File: src/rtl/alu_sched_pkg.sv
// Shared opcode constants, FSM encoding and opcode helpers for the ALU scheduler.
package alu_sched_pkg;

   localparam logic [2:0] OP_ADD = 3'b000;
   localparam logic [2:0] OP_SUB = 3'b001;
   localparam logic [2:0] OP_AND = 3'b010;
   localparam logic [2:0] OP_OR  = 3'b011;
   localparam logic [2:0] OP_XOR = 3'b100;
   localparam logic [2:0] OP_NOT = 3'b101;

   typedef enum logic [1:0] {
      S_IDLE    = 2'd0,
      S_ISSUE   = 2'd1,
      S_WAIT    = 2'd2,
      S_RESPOND = 2'd3
   } state_e;

   function automatic logic op_legal(input logic [2:0] op);
      return op <= OP_NOT;
   endfunction

   // Only the arithmetic opcodes update the ALU carry; logic ops leave it stale.
   function automatic logic op_has_cout(input logic [2:0] op);
      return (op == OP_ADD) || (op == OP_SUB);
   endfunction

endpackage

File: src/rtl/alu_scheduler_if.sv
// Request, shared-ALU and response signals of the ALU scheduler.
interface alu_scheduler_if #(
   parameter int DATA_W = 32,
   parameter int CNT_W  = 16
);
   logic [1:0]        Req_Valid;
   logic [1:0]        Req_Ready;
   logic [DATA_W-1:0] Req0_A, Req0_B, Req1_A, Req1_B;
   logic [2:0]        Req0_Op, Req1_Op;
   logic [DATA_W-1:0] Alu_A, Alu_B;
   logic [2:0]        Alu_Opcode;
   logic              Alu_Enable;
   logic [DATA_W-1:0] Alu_Result;
   logic              Alu_Cout;
   logic              Rsp_Valid, Rsp_Ready, Rsp_Id;
   logic [DATA_W-1:0] Rsp_Result;
   logic              Rsp_Cout, Rsp_Err;
   logic [CNT_W-1:0]  Op_Count;

   modport slave (
      input  Req_Valid, Req0_A, Req0_B, Req1_A, Req1_B, Req0_Op, Req1_Op,
      input  Alu_Result, Alu_Cout, Rsp_Ready,
      output Req_Ready, Alu_A, Alu_B, Alu_Opcode, Alu_Enable,
      output Rsp_Valid, Rsp_Id, Rsp_Result, Rsp_Cout, Rsp_Err, Op_Count
   );

   modport master (
      output Req_Valid, Req0_A, Req0_B, Req1_A, Req1_B, Req0_Op, Req1_Op,
      output Alu_Result, Alu_Cout, Rsp_Ready,
      input  Req_Ready, Alu_A, Alu_B, Alu_Opcode, Alu_Enable,
      input  Rsp_Valid, Rsp_Id, Rsp_Result, Rsp_Cout, Rsp_Err, Op_Count
   );
endinterface

File: src/rtl/rr_arbiter2.sv
// Two-way round-robin arbiter; the priority pointer moves only when a grant is taken.
module rr_arbiter2 (
   input  logic       clk,
   input  logic       rst_n,
   input  logic [1:0] req,
   input  logic       advance,
   output logic [1:0] gnt
);
   logic prio_q, prio_d;  // index that wins a tie

   always_comb begin
      gnt = req;
      if (req == 2'b11) gnt = prio_q ? 2'b10 : 2'b01;
      prio_d = prio_q;
      if (advance) prio_d = gnt[0];
   end

   always_ff @(posedge clk) begin
      if (!rst_n) prio_q <= 1'b0;
      else        prio_q <= prio_d;
   end
endmodule

File: src/rtl/alu_scheduler.sv
// Arbitrates two requesters onto one registered ALU_32bit and returns one
// response at a time; the ALU clock enable is a single-cycle registered pulse.
module alu_scheduler #(
   parameter int DATA_W = 32,
   parameter int CNT_W  = 16
) (
   input logic            Clk,
   input logic            Rst_n,
   alu_scheduler_if.slave bus
);
   import alu_sched_pkg::*;

   localparam logic [CNT_W-1:0] CNT_ONE = {{(CNT_W-1){1'b0}}, 1'b1};

   state_e            state_q, state_d;
   logic [DATA_W-1:0] alu_a_q, alu_a_d, alu_b_q, alu_b_d;
   logic [2:0]        alu_op_q, alu_op_d;
   logic              alu_en_q, alu_en_d;
   logic              rsp_valid_q, rsp_valid_d;
   logic              rsp_id_q, rsp_id_d;
   logic [DATA_W-1:0] rsp_result_q, rsp_result_d;
   logic              rsp_cout_q, rsp_cout_d;
   logic              rsp_err_q, rsp_err_d;
   logic [CNT_W-1:0]  op_cnt_q, op_cnt_d;

   logic [1:0]        gnt, ready;
   logic              req_hs, sel;
   logic [DATA_W-1:0] sel_a, sel_b;
   logic [2:0]        sel_op;

   rr_arbiter2 u_arb (
      .clk     (Clk),
      .rst_n   (Rst_n),
      .req     (bus.Req_Valid),
      .advance (req_hs),
      .gnt     (gnt)
   );

   assign ready  = ((state_q == S_IDLE) && Rst_n) ? gnt : 2'b00;
   assign req_hs = |(bus.Req_Valid & ready);
   assign sel    = ready[1];
   assign sel_a  = sel ? bus.Req1_A  : bus.Req0_A;
   assign sel_b  = sel ? bus.Req1_B  : bus.Req0_B;
   assign sel_op = sel ? bus.Req1_Op : bus.Req0_Op;

   always_comb begin
      state_d      = state_q;
      alu_a_d      = alu_a_q;
      alu_b_d      = alu_b_q;
      alu_op_d     = alu_op_q;
      alu_en_d     = 1'b0;
      rsp_valid_d  = 1'b0;
      rsp_id_d     = rsp_id_q;
      rsp_result_d = rsp_result_q;
      rsp_cout_d   = rsp_cout_q;
      rsp_err_d    = rsp_err_q;
      op_cnt_d     = op_cnt_q;
      if (state_q == S_ISSUE && op_cnt_q != '1) op_cnt_d = op_cnt_q + CNT_ONE;

      case (state_q)
         S_IDLE: begin
            if (req_hs) begin
               rsp_id_d = sel;
               if (op_legal(sel_op)) begin
                  alu_a_d  = sel_a;
                  alu_b_d  = sel_b;
                  alu_op_d = sel_op;
                  alu_en_d = 1'b1;
                  state_d  = S_ISSUE;
               end else begin
                  rsp_result_d = '0;
                  rsp_cout_d   = 1'b0;
                  rsp_err_d    = 1'b1;
                  state_d      = S_RESPOND;
               end
            end
         end
         S_ISSUE: state_d = S_WAIT;
         S_WAIT: begin
            rsp_result_d = bus.Alu_Result;
            rsp_cout_d   = op_has_cout(alu_op_q) & bus.Alu_Cout;
            rsp_err_d    = 1'b0;
            state_d      = S_RESPOND;
         end
         S_RESPOND: begin
            // Valid trails entry into RESPOND by a cycle so the payload is settled first.
            if (rsp_valid_q && bus.Rsp_Ready) state_d = S_IDLE;
            else                              rsp_valid_d = 1'b1;
         end
         default: state_d = S_IDLE;
      endcase
   end

   always_ff @(posedge Clk) begin
      if (!Rst_n) begin
         state_q      <= S_IDLE;
         alu_a_q      <= '0;
         alu_b_q      <= '0;
         alu_op_q     <= '0;
         alu_en_q     <= 1'b0;
         rsp_valid_q  <= 1'b0;
         rsp_id_q     <= 1'b0;
         rsp_result_q <= '0;
         rsp_cout_q   <= 1'b0;
         rsp_err_q    <= 1'b0;
         op_cnt_q     <= '0;
      end else begin
         state_q      <= state_d;
         alu_a_q      <= alu_a_d;
         alu_b_q      <= alu_b_d;
         alu_op_q     <= alu_op_d;
         alu_en_q     <= alu_en_d;
         rsp_valid_q  <= rsp_valid_d;
         rsp_id_q     <= rsp_id_d;
         rsp_result_q <= rsp_result_d;
         rsp_cout_q   <= rsp_cout_d;
         rsp_err_q    <= rsp_err_d;
         op_cnt_q     <= op_cnt_d;
      end
   end

   assign bus.Req_Ready  = ready;
   assign bus.Alu_A      = alu_a_q;
   assign bus.Alu_B      = alu_b_q;
   assign bus.Alu_Opcode = alu_op_q;
   assign bus.Alu_Enable = alu_en_q;
   assign bus.Rsp_Valid  = rsp_valid_q;
   assign bus.Rsp_Id     = rsp_id_q;
   assign bus.Rsp_Result = rsp_result_q;
   assign bus.Rsp_Cout   = rsp_cout_q;
   assign bus.Rsp_Err    = rsp_err_q;
   assign bus.Op_Count   = op_cnt_q;
endmodule
File: src/flat_wrapper.sv
// flat-port wrapper written by rule: the top's interface ports become plain ports
module alu_scheduler_flat import alu_sched_pkg::*;
#(
   parameter int DATA_W = 32,
   parameter int CNT_W  = 16
)
  (Clk, Rst_n, bus_Req_Valid, bus_Req0_A, bus_Req0_B, bus_Req1_A, bus_Req1_B, bus_Req0_Op, bus_Req1_Op, bus_Alu_Result, bus_Alu_Cout, bus_Rsp_Ready, bus_Req_Ready, bus_Alu_A, bus_Alu_B, bus_Alu_Opcode, bus_Alu_Enable, bus_Rsp_Valid, bus_Rsp_Id, bus_Rsp_Result, bus_Rsp_Cout, bus_Rsp_Err, bus_Op_Count);
  alu_scheduler_if #(.DATA_W(DATA_W), .CNT_W(CNT_W)) bus_i ();
  input logic Clk;
  input logic Rst_n;
  input wire logic [$bits(bus_i.Req_Valid)-1:0] bus_Req_Valid;
  input wire logic [$bits(bus_i.Req0_A)-1:0] bus_Req0_A;
  input wire logic [$bits(bus_i.Req0_B)-1:0] bus_Req0_B;
  input wire logic [$bits(bus_i.Req1_A)-1:0] bus_Req1_A;
  input wire logic [$bits(bus_i.Req1_B)-1:0] bus_Req1_B;
  input wire logic [$bits(bus_i.Req0_Op)-1:0] bus_Req0_Op;
  input wire logic [$bits(bus_i.Req1_Op)-1:0] bus_Req1_Op;
  input wire logic [$bits(bus_i.Alu_Result)-1:0] bus_Alu_Result;
  input wire logic [$bits(bus_i.Alu_Cout)-1:0] bus_Alu_Cout;
  input wire logic [$bits(bus_i.Rsp_Ready)-1:0] bus_Rsp_Ready;
  output wire logic [$bits(bus_i.Req_Ready)-1:0] bus_Req_Ready;
  output wire logic [$bits(bus_i.Alu_A)-1:0] bus_Alu_A;
  output wire logic [$bits(bus_i.Alu_B)-1:0] bus_Alu_B;
  output wire logic [$bits(bus_i.Alu_Opcode)-1:0] bus_Alu_Opcode;
  output wire logic [$bits(bus_i.Alu_Enable)-1:0] bus_Alu_Enable;
  output wire logic [$bits(bus_i.Rsp_Valid)-1:0] bus_Rsp_Valid;
  output wire logic [$bits(bus_i.Rsp_Id)-1:0] bus_Rsp_Id;
  output wire logic [$bits(bus_i.Rsp_Result)-1:0] bus_Rsp_Result;
  output wire logic [$bits(bus_i.Rsp_Cout)-1:0] bus_Rsp_Cout;
  output wire logic [$bits(bus_i.Rsp_Err)-1:0] bus_Rsp_Err;
  output wire logic [$bits(bus_i.Op_Count)-1:0] bus_Op_Count;
  assign bus_i.Req_Valid = bus_Req_Valid;
  assign bus_i.Req0_A = bus_Req0_A;
  assign bus_i.Req0_B = bus_Req0_B;
  assign bus_i.Req1_A = bus_Req1_A;
  assign bus_i.Req1_B = bus_Req1_B;
  assign bus_i.Req0_Op = bus_Req0_Op;
  assign bus_i.Req1_Op = bus_Req1_Op;
  assign bus_i.Alu_Result = bus_Alu_Result;
  assign bus_i.Alu_Cout = bus_Alu_Cout;
  assign bus_i.Rsp_Ready = bus_Rsp_Ready;
  assign bus_Req_Ready = bus_i.Req_Ready;
  assign bus_Alu_A = bus_i.Alu_A;
  assign bus_Alu_B = bus_i.Alu_B;
  assign bus_Alu_Opcode = bus_i.Alu_Opcode;
  assign bus_Alu_Enable = bus_i.Alu_Enable;
  assign bus_Rsp_Valid = bus_i.Rsp_Valid;
  assign bus_Rsp_Id = bus_i.Rsp_Id;
  assign bus_Rsp_Result = bus_i.Rsp_Result;
  assign bus_Rsp_Cout = bus_i.Rsp_Cout;
  assign bus_Rsp_Err = bus_i.Rsp_Err;
  assign bus_Op_Count = bus_i.Op_Count;
  alu_scheduler #(.DATA_W(DATA_W), .CNT_W(CNT_W)) u_core (.Clk(Clk), .Rst_n(Rst_n), .bus(bus_i));
endmodule
File: config.mk
export PLATFORM = sky130hd
export DESIGN_NAME = alu_scheduler_flat
export DESIGN_NICKNAME = d
export VERILOG_FILES = /design/src/rtl/alu_sched_pkg.sv /design/src/rtl/alu_scheduler_if.sv /design/src/rtl/rr_arbiter2.sv /design/src/rtl/alu_scheduler.sv /design/src/flat_wrapper.sv
export SDC_FILE = /design/constraint.sdc
export NUM_CORES = 1
export LEC_CHECK = 0
export ABC_AREA = 1
export CORE_MARGIN = 1
export CORE_UTILIZATION = 44
export CTS_CLUSTER_DIAMETER = 40
export DETAILED_ROUTE_END_ITERATION = 16
export PLACE_DENSITY = 0.87
export SLEW_MARGIN = 20
export SYNTH_ARGS = -nofsm -noshare
export SYNTH_HDL_FRONTEND = slang
export SYNTH_SLANG_ARGS = --single-unit
File: constraint.sdc
create_clock -name Clk -period 4.22 [get_ports Clk]
set_clock_uncertainty 0.1 [all_clocks]
set_input_delay 0.844 -clock Clk [delete_from_list [all_inputs] [get_ports Clk]]
set_output_delay 0.844 -clock Clk [all_outputs]
set_load 0.01 [all_outputs]
==> run metrics, run 1 <==
DRT Pass-1 Iters 5; clock slew seen by the registers of the worst setup and hold paths 0.05 ns; endpoints failing setup 0; Starting Density 0.460; area of the die 13,900 µm²; Logic pwr share 0.379; Synth Net Count 1,115; initial antenna violation count 1; CTS tree done; outcome finished, final reports clean; final WL 19,500 µm; sequential power share 0.318; Post-CTS Setup Inserts 0; FF+latch count, synth 123; Cells after Synth 937; Max clock buf depth 2; Crit Path Max Fanout 12; drt drc 0; RSZ-0062 raised after global routing no; GRT overflow 0; Hold Path Class flip-flop to flip-flop; worst-margin pin slew 1.00 ns; num ports 294; P per Cell Area 534 nW/µm²; later-pin clock latency in the skew report 0.41 ns; vias per cell 4.89; Rows 41; worst setup path endpoint bus_Req_Ready[1]; wire per inst 14.1 µm; Fillers 1,019; r2r worst-path depth 11; Setup TNS Final 0 ns; CP Class input pin to primary output; CP required 3.28 ns; Worst Setup SP bus_Req_Valid[1]; Layout area overhead 60.4%; Peak VDD IR 0.295 mV; switch share 0.329; CP Capture Type primary output; syn avg cell area 6.30 µm²; Root Driver clkbuf_16; r2r setup slk 1.32 ns; Clock power frac 0.302; ANT nets after route 0; final hold violation count 0; first-pass GRT wire length 30,900 µm; gr usage total 0.278; fmax 0.300 GHz; CTS Sinks 123; leak pwr 4.07 nW; P_sw 1.66 mW; share of cells above drive strength 1 0.0396; Synth Cell Area 5900 µm²; core box area 12,800 µm²; Tmin final 3.33 ns; fin util 0.738; Port Buffers 293; cell internal pwr 3.39 mW; CP Launch Type input pin; # H-tree levels 4; Detail Placement HPWL 13,400 µm; Die X 118 µm; pins over their slew limit 0; Die Ht 118 µm; cts hold-fix bufs 0; largest net degree at the start of global routing 108; Synth cell types 25; Max-Cap Viols 0; crit path DAT 2.39 ns; final net count 1,379; reg2reg end u_core.bus.Rsp_Result[1]$_SDFFE_PN0P_; Tcrit/Tclk final 0.789; sequential share of the synthesized area 0.417; Max transition margin 0.332; Final GP Congestion 0.844; Via Count 6,781; cts repair resizes 0; TritonCTS buffer count 17; Iteration-0 DRC Markers 605; vias in the first global route 6,313; Ys Warns 0; worst reg2reg startpoint u_core.state_q[1]$_SDFFE_PN0P_; hold_sp u_core.bus.Alu_B[21]$_SDFFE_PN0P_
## kinds of logic (layout without fill, tap and decap cells)
kind of cell             count (synthesis)  in the layout  share of synthesized area
XOR/XNOR                                10             10                     0.0148
buffers and inverters                   96            372                     0.0708
adder cells (fa/ha/maj)                  6              6                     0.0127
AO/OA/AOI/OAI                           88             88                     0.0751
flip-flops                             123            123                      0.417
AND/OR/NAND/NOR                        614            614                      0.409
other                                    0              1                          0
## worst min-delay path by stage
| stage | endpoint | slack, ns | cells after the start |
|---|---|---|---|
| 4_1_cts | u_core.bus.Rsp_Result[27]$_SDFFE_PN0P_ | 0.38 | 2 |
| 5_1_grt | u_core.bus.Alu_A[18]$_SDFFE_PN0P_ | 0.40 | 2 |
| 6_report | u_core.bus.Alu_B[21]$_SDFFE_PN0P_ | 0.38 | 2 |
| 3_5_place_dp | u_core.bus.Rsp_Result[27]$_SDFFE_PN0P_ | 0.37 | 2 |
| 3_3_place_gp | u_core.bus.Alu_A[22]$_SDFFE_PN0P_ | 0.36 | 2 |
| 2_1_floorplan | u_core.u_arb.prio_q$_SDFFE_PN0P_ | 0.36 | 2 |
## worst max-delay path, stage by stage
cell and delay, ns:
clkdlybuf4s50_1 0.47, inv_1 0.06, nor2_4 0.14, nand2_2 0.20
inv_2 0.12, clkdlybuf4s50_1 0.54
## layout by cell type, fill, tap and decap left out, types with 6 or more instances in the layout
| master | instances |
|---|---|
| nand3_1 | 46 |
| a21oi_1 | 14 |
| clkdlybuf4s50_1 | 292 |
| clkbuf_16 | 17 |
| inv_1 | 38 |
| buf_4 | 6 |
| nor2_1 | 222 |
| o21ai_0 | 71 |
| nand2_2 | 7 |
| nand2_1 | 327 |
| ha_1 | 6 |
| dfxtp_1 | 123 |
## cells in the mapped netlist, drive strengths merged
master	number	area, µm²
clkbuf	26	100
nor3	6	35.0
o21ai	73	365
nand3	46	230
nand2	334	1270
buf	29	164
dfxtp	123	2460
nand4	4	25.0
nor2	223	845
nand3b	1	7.51
xor2	5	43.8
o31ai	1	7.51
ha	6	75.1
inv	41	154
a21oi	14	70.1
xnor2	5	43.8
## power by group through the flow
stage | Clock (mW) | Combinational [mW] | Sequential [mW]
6_report | 1.53 | 1.92 | 1.61
5_1_grt | 1.60 | 2.11 | 1.64
4_1_cts | 1.54 | 1.92 | 1.61
3_5_place_dp | 0 | 1.91 | 1.62
3_3_place_gp | 0 | 1.88 | 1.62
2_1_floorplan | 0 | 0.875 | 1.74
## routing by layer
metal  global-route usage  vias to the layer above  share of wire
met5                    0                        -              0
met4                0.168                        0          0.045
met3               0.0862                       67          0.083
met2                0.478                      314           0.49
met1                0.298                     2980           0.38
li1                     -                     3420              -
## flip-flops by register name (all words and copies together) (netlist names)
signal                 flops
u_core.bus.Rsp_Id          1
u_core.bus.Alu_Enable      1
u_core.bus.Alu_B          32
u_core.bus.Rsp_Cout        1
u_core.bus.Alu_A          32
u_core.bus.Rsp_Err         1
u_core.state_q             2
u_core.u_arb.prio_q        1
u_core.bus.Alu_Opcode      3
u_core.bus.Op_Count       16
u_core.bus.Rsp_Result     32
u_core.bus.Rsp_Valid       1
## final cells by class
class,count,area [µm²],share of cell area
timing repair buffer,300,2990,0.316
clock buffer,23,478,0.0505
clock inverter,8,140,0.0148
tap,172,215,0.0227
antenna,1,2.50,0.000264
inverter,41,154,0.0163
sequential,123,2460,0.260
multi-input combinational,718,3020,0.319
## per-stage QoR
step | cell area, µm² | setup slack (ns) | power, mW | hold slack, ns | instances
after floorplan | 5900 | 1.65 | 2.62 | 0.358 | 937
after global placement | 8840 | 0.875 | 3.49 | 0.361 | 1354
after detailed placement | 8840 | 0.765 | 3.53 | 0.369 | 1354
after CTS | 9460 | 0.890 | 5.07 | 0.381 | 1385
after global routing | 9460 | 0.802 | 5.35 | 0.399 | 1386
final | 9460 | 0.888 | 5.05 | 0.378 | 1386
(Power assumes the default switching activity.)
==> inputs of run 2 (changes only) <==
Settings changed: CORE_UTILIZATION 44 to 41, PLACE_DENSITY 0.87 to 0.82.
Clock period 4.22 ns to 3.4 ns, I/O delays scaled along.
==> run 2 against run 1 <==
Net effect: worst setup slack worse by 0.40 ns; sequential power grew 24%; utilization decreased by 6.2 points; sequential share of layout area grew 0.11 points; register-to-register slack got worse by 0.60 ns.
==> run metrics, run 2 (synthesized netlist as in run 1, its figures left out) <==
CP required 2.62 ns (was 3.28 ns); final net count 1,383 (was 1,379); most frequent cells in the layout nand2_1 (327), clkdlybuf4s50_1 (292), nor2_1 (222), dfxtp_1 (123), o21ai_0 (71) (unchanged); outcome finished, final reports clean (unchanged); Fillers 1,242 (was 1,019); final WL 18,600 µm (was 19,500 µm); Layout area overhead 59.7% (was 60.4%); final hold violation count 0 (unchanged); CTS Sinks 123 (unchanged); GRT overflow 0 (unchanged); drt drc 0 (unchanged); Starting Density 0.423 (was 0.460); Die Ht 122 µm (was 118 µm); pins over their slew limit 0 (unchanged); dpl ws 0.274 ns (was 0.765 ns); Peak VDD IR 0.350 mV (was 0.295 mV); initial antenna violation count 0 (was 1); Iteration-0 DRC Markers 445 (was 605); crit path DAT 2.13 ns (was 2.39 ns); Die X 122 µm (was 118 µm); RSZ-0062 raised after global routing no (unchanged); vias in the first global route 6,105 (was 6,313); num ports 294 (unchanged); Post-CTS Setup Inserts 0 (unchanged); leak pwr 4.05 nW (was 4.07 nW); Via Count 6,687 (was 6,781); area of the die 14,900 µm² (was 13,900 µm²); endpoints failing setup 0 (unchanged); first-pass GRT wire length 29,200 µm (was 30,900 µm); CP Class flip-flop to primary output (was input pin to primary output); Max transition margin 0.321 (was 0.332); clock slew seen by the registers of the worst setup and hold paths 0.05 ns (about the same); area post-placement 8870 µm² (was 8840 µm²); Final GP Congestion 0.839 (was 0.844); CP Capture Type primary output (unchanged); wire per inst 13.3 µm (was 14.1 µm); Hold Path Class flip-flop to flip-flop (unchanged); DRT Pass-1 Iters 6 (was 5); ANT nets after route 0 (unchanged); CTS tree done (unchanged); P per Cell Area 640 nW/µm² (was 534 nW/µm²); Tmin final 2.91 ns; Port Buffers 293 (unchanged); later-pin clock latency in the skew report 0.41 ns (about the same); vias per cell 4.78 (was 4.89); Detail Placement HPWL 12,900 µm (was 13,400 µm); cts repair resizes 0 (unchanged); core box area 13,900 µm² (was 12,800 µm²); Setup TNS Final 0 ns (unchanged); worst hold slack 0.377 ns (was 0.378 ns); Root Driver clkbuf_16 (unchanged); Crit Path Max Fanout 4 (was 12); Max-Cap Viols 0 (unchanged); worst-margin pin slew 1.02 ns (was 1.00 ns); largest net degree at the start of global routing 108 (unchanged); Max clock buf depth 2 (unchanged); commonest non-fill, non-tap cell in the layout nand2_1 (unchanged); Non-Filler Cell Area, Final 9420 µm² (was 9460 µm²); # H-tree levels 4 (unchanged); gr usage total 0.251 (was 0.278); TritonCTS buffer count 17 (unchanged); final worst-path setup slack 0.487 ns (was 0.888 ns); Rows 43 (was 41); share of cells above drive strength 1 0.0427 (was 0.0396); cts hold-fix bufs 0 (unchanged); CP Launch Type flip-flop (was input pin); fmax 0.343 GHz; Tcrit/Tclk final 0.857
run 2: worst paths after layout:
path	startpoint	to	slack (ns)	cells after the start
worst min-delay path	u_core.bus.Alu_A[14]$_SDFFE_PN0P_	u_core.bus.Alu_A[14]$_SDFFE_PN0P_	0.38	2
worst max-delay path	u_core.state_q[1]$_SDFFE_PN0P_	bus_Req_Ready[0]	0.49	7
worst max register to register	u_core.state_q[1]$_SDFFE_PN0P_	u_core.bus.Alu_B[29]$_SDFFE_PN0P_	0.72	12
worst min register to register	u_core.bus.Alu_A[14]$_SDFFE_PN0P_	u_core.bus.Alu_A[14]$_SDFFE_PN0P_	0.38	2
run 2: worst max-delay path, cell delays in order, from the launching register on:
cell and delay (ns):
dfxtp_1 0.34, inv_1 0.11, ha_1 0.24, nand2_2 0.10, inv_1 0.06, nand3_1 0.15, inv_1 0.14, clkdlybuf4s50_1 0.57
run 2: layer usage:
| metal | vias up | share of wire | global-route usage |
|---|---|---|---|
| li1 | 3431 | - | - |
| met1 | 2945 | 0.40 | 0.282 |
| met2 | 258 | 0.48 | 0.424 |
| met3 | 53 | 0.081 | 0.0758 |
| met4 | 0 | 0.038 | 0.135 |
| met5 | - | 0 | 0 |
run 2: final cells by class:
| cell class | count | area (µm²) | area share |
|---|---|---|---|
| multi-input cells | 718 | 3020 | 0.320 |
| repair buffers | 304 | 3010 | 0.319 |
| flip-flops and latches | 123 | 2460 | 0.261 |
| clock buffers | 24 | 482 | 0.0511 |
| well taps | 180 | 225 | 0.0239 |
| inverters | 41 | 154 | 0.0163 |
| clock inverters | 8 | 67.6 | 0.00717 |
| diodes | 1 | 2.50 | 0.000266 |
run 2: report_power, final:
group	internal, mW	total, mW	switching, mW
clock	1.05	1.67	0.620
combinational	1.14	2.37	1.23
sequential	1.80	1.99	0.195
run 2: metrics by stage:
step	std cells	utilization	power (mW)
floorplan	937	-	3.25
global placement	1366	0.637	4.34
detailed placement	1366	0.637	4.38
CTS	1398	0.676	6.08
global route	1398	0.676	6.43
finish	1399	0.676	6.03
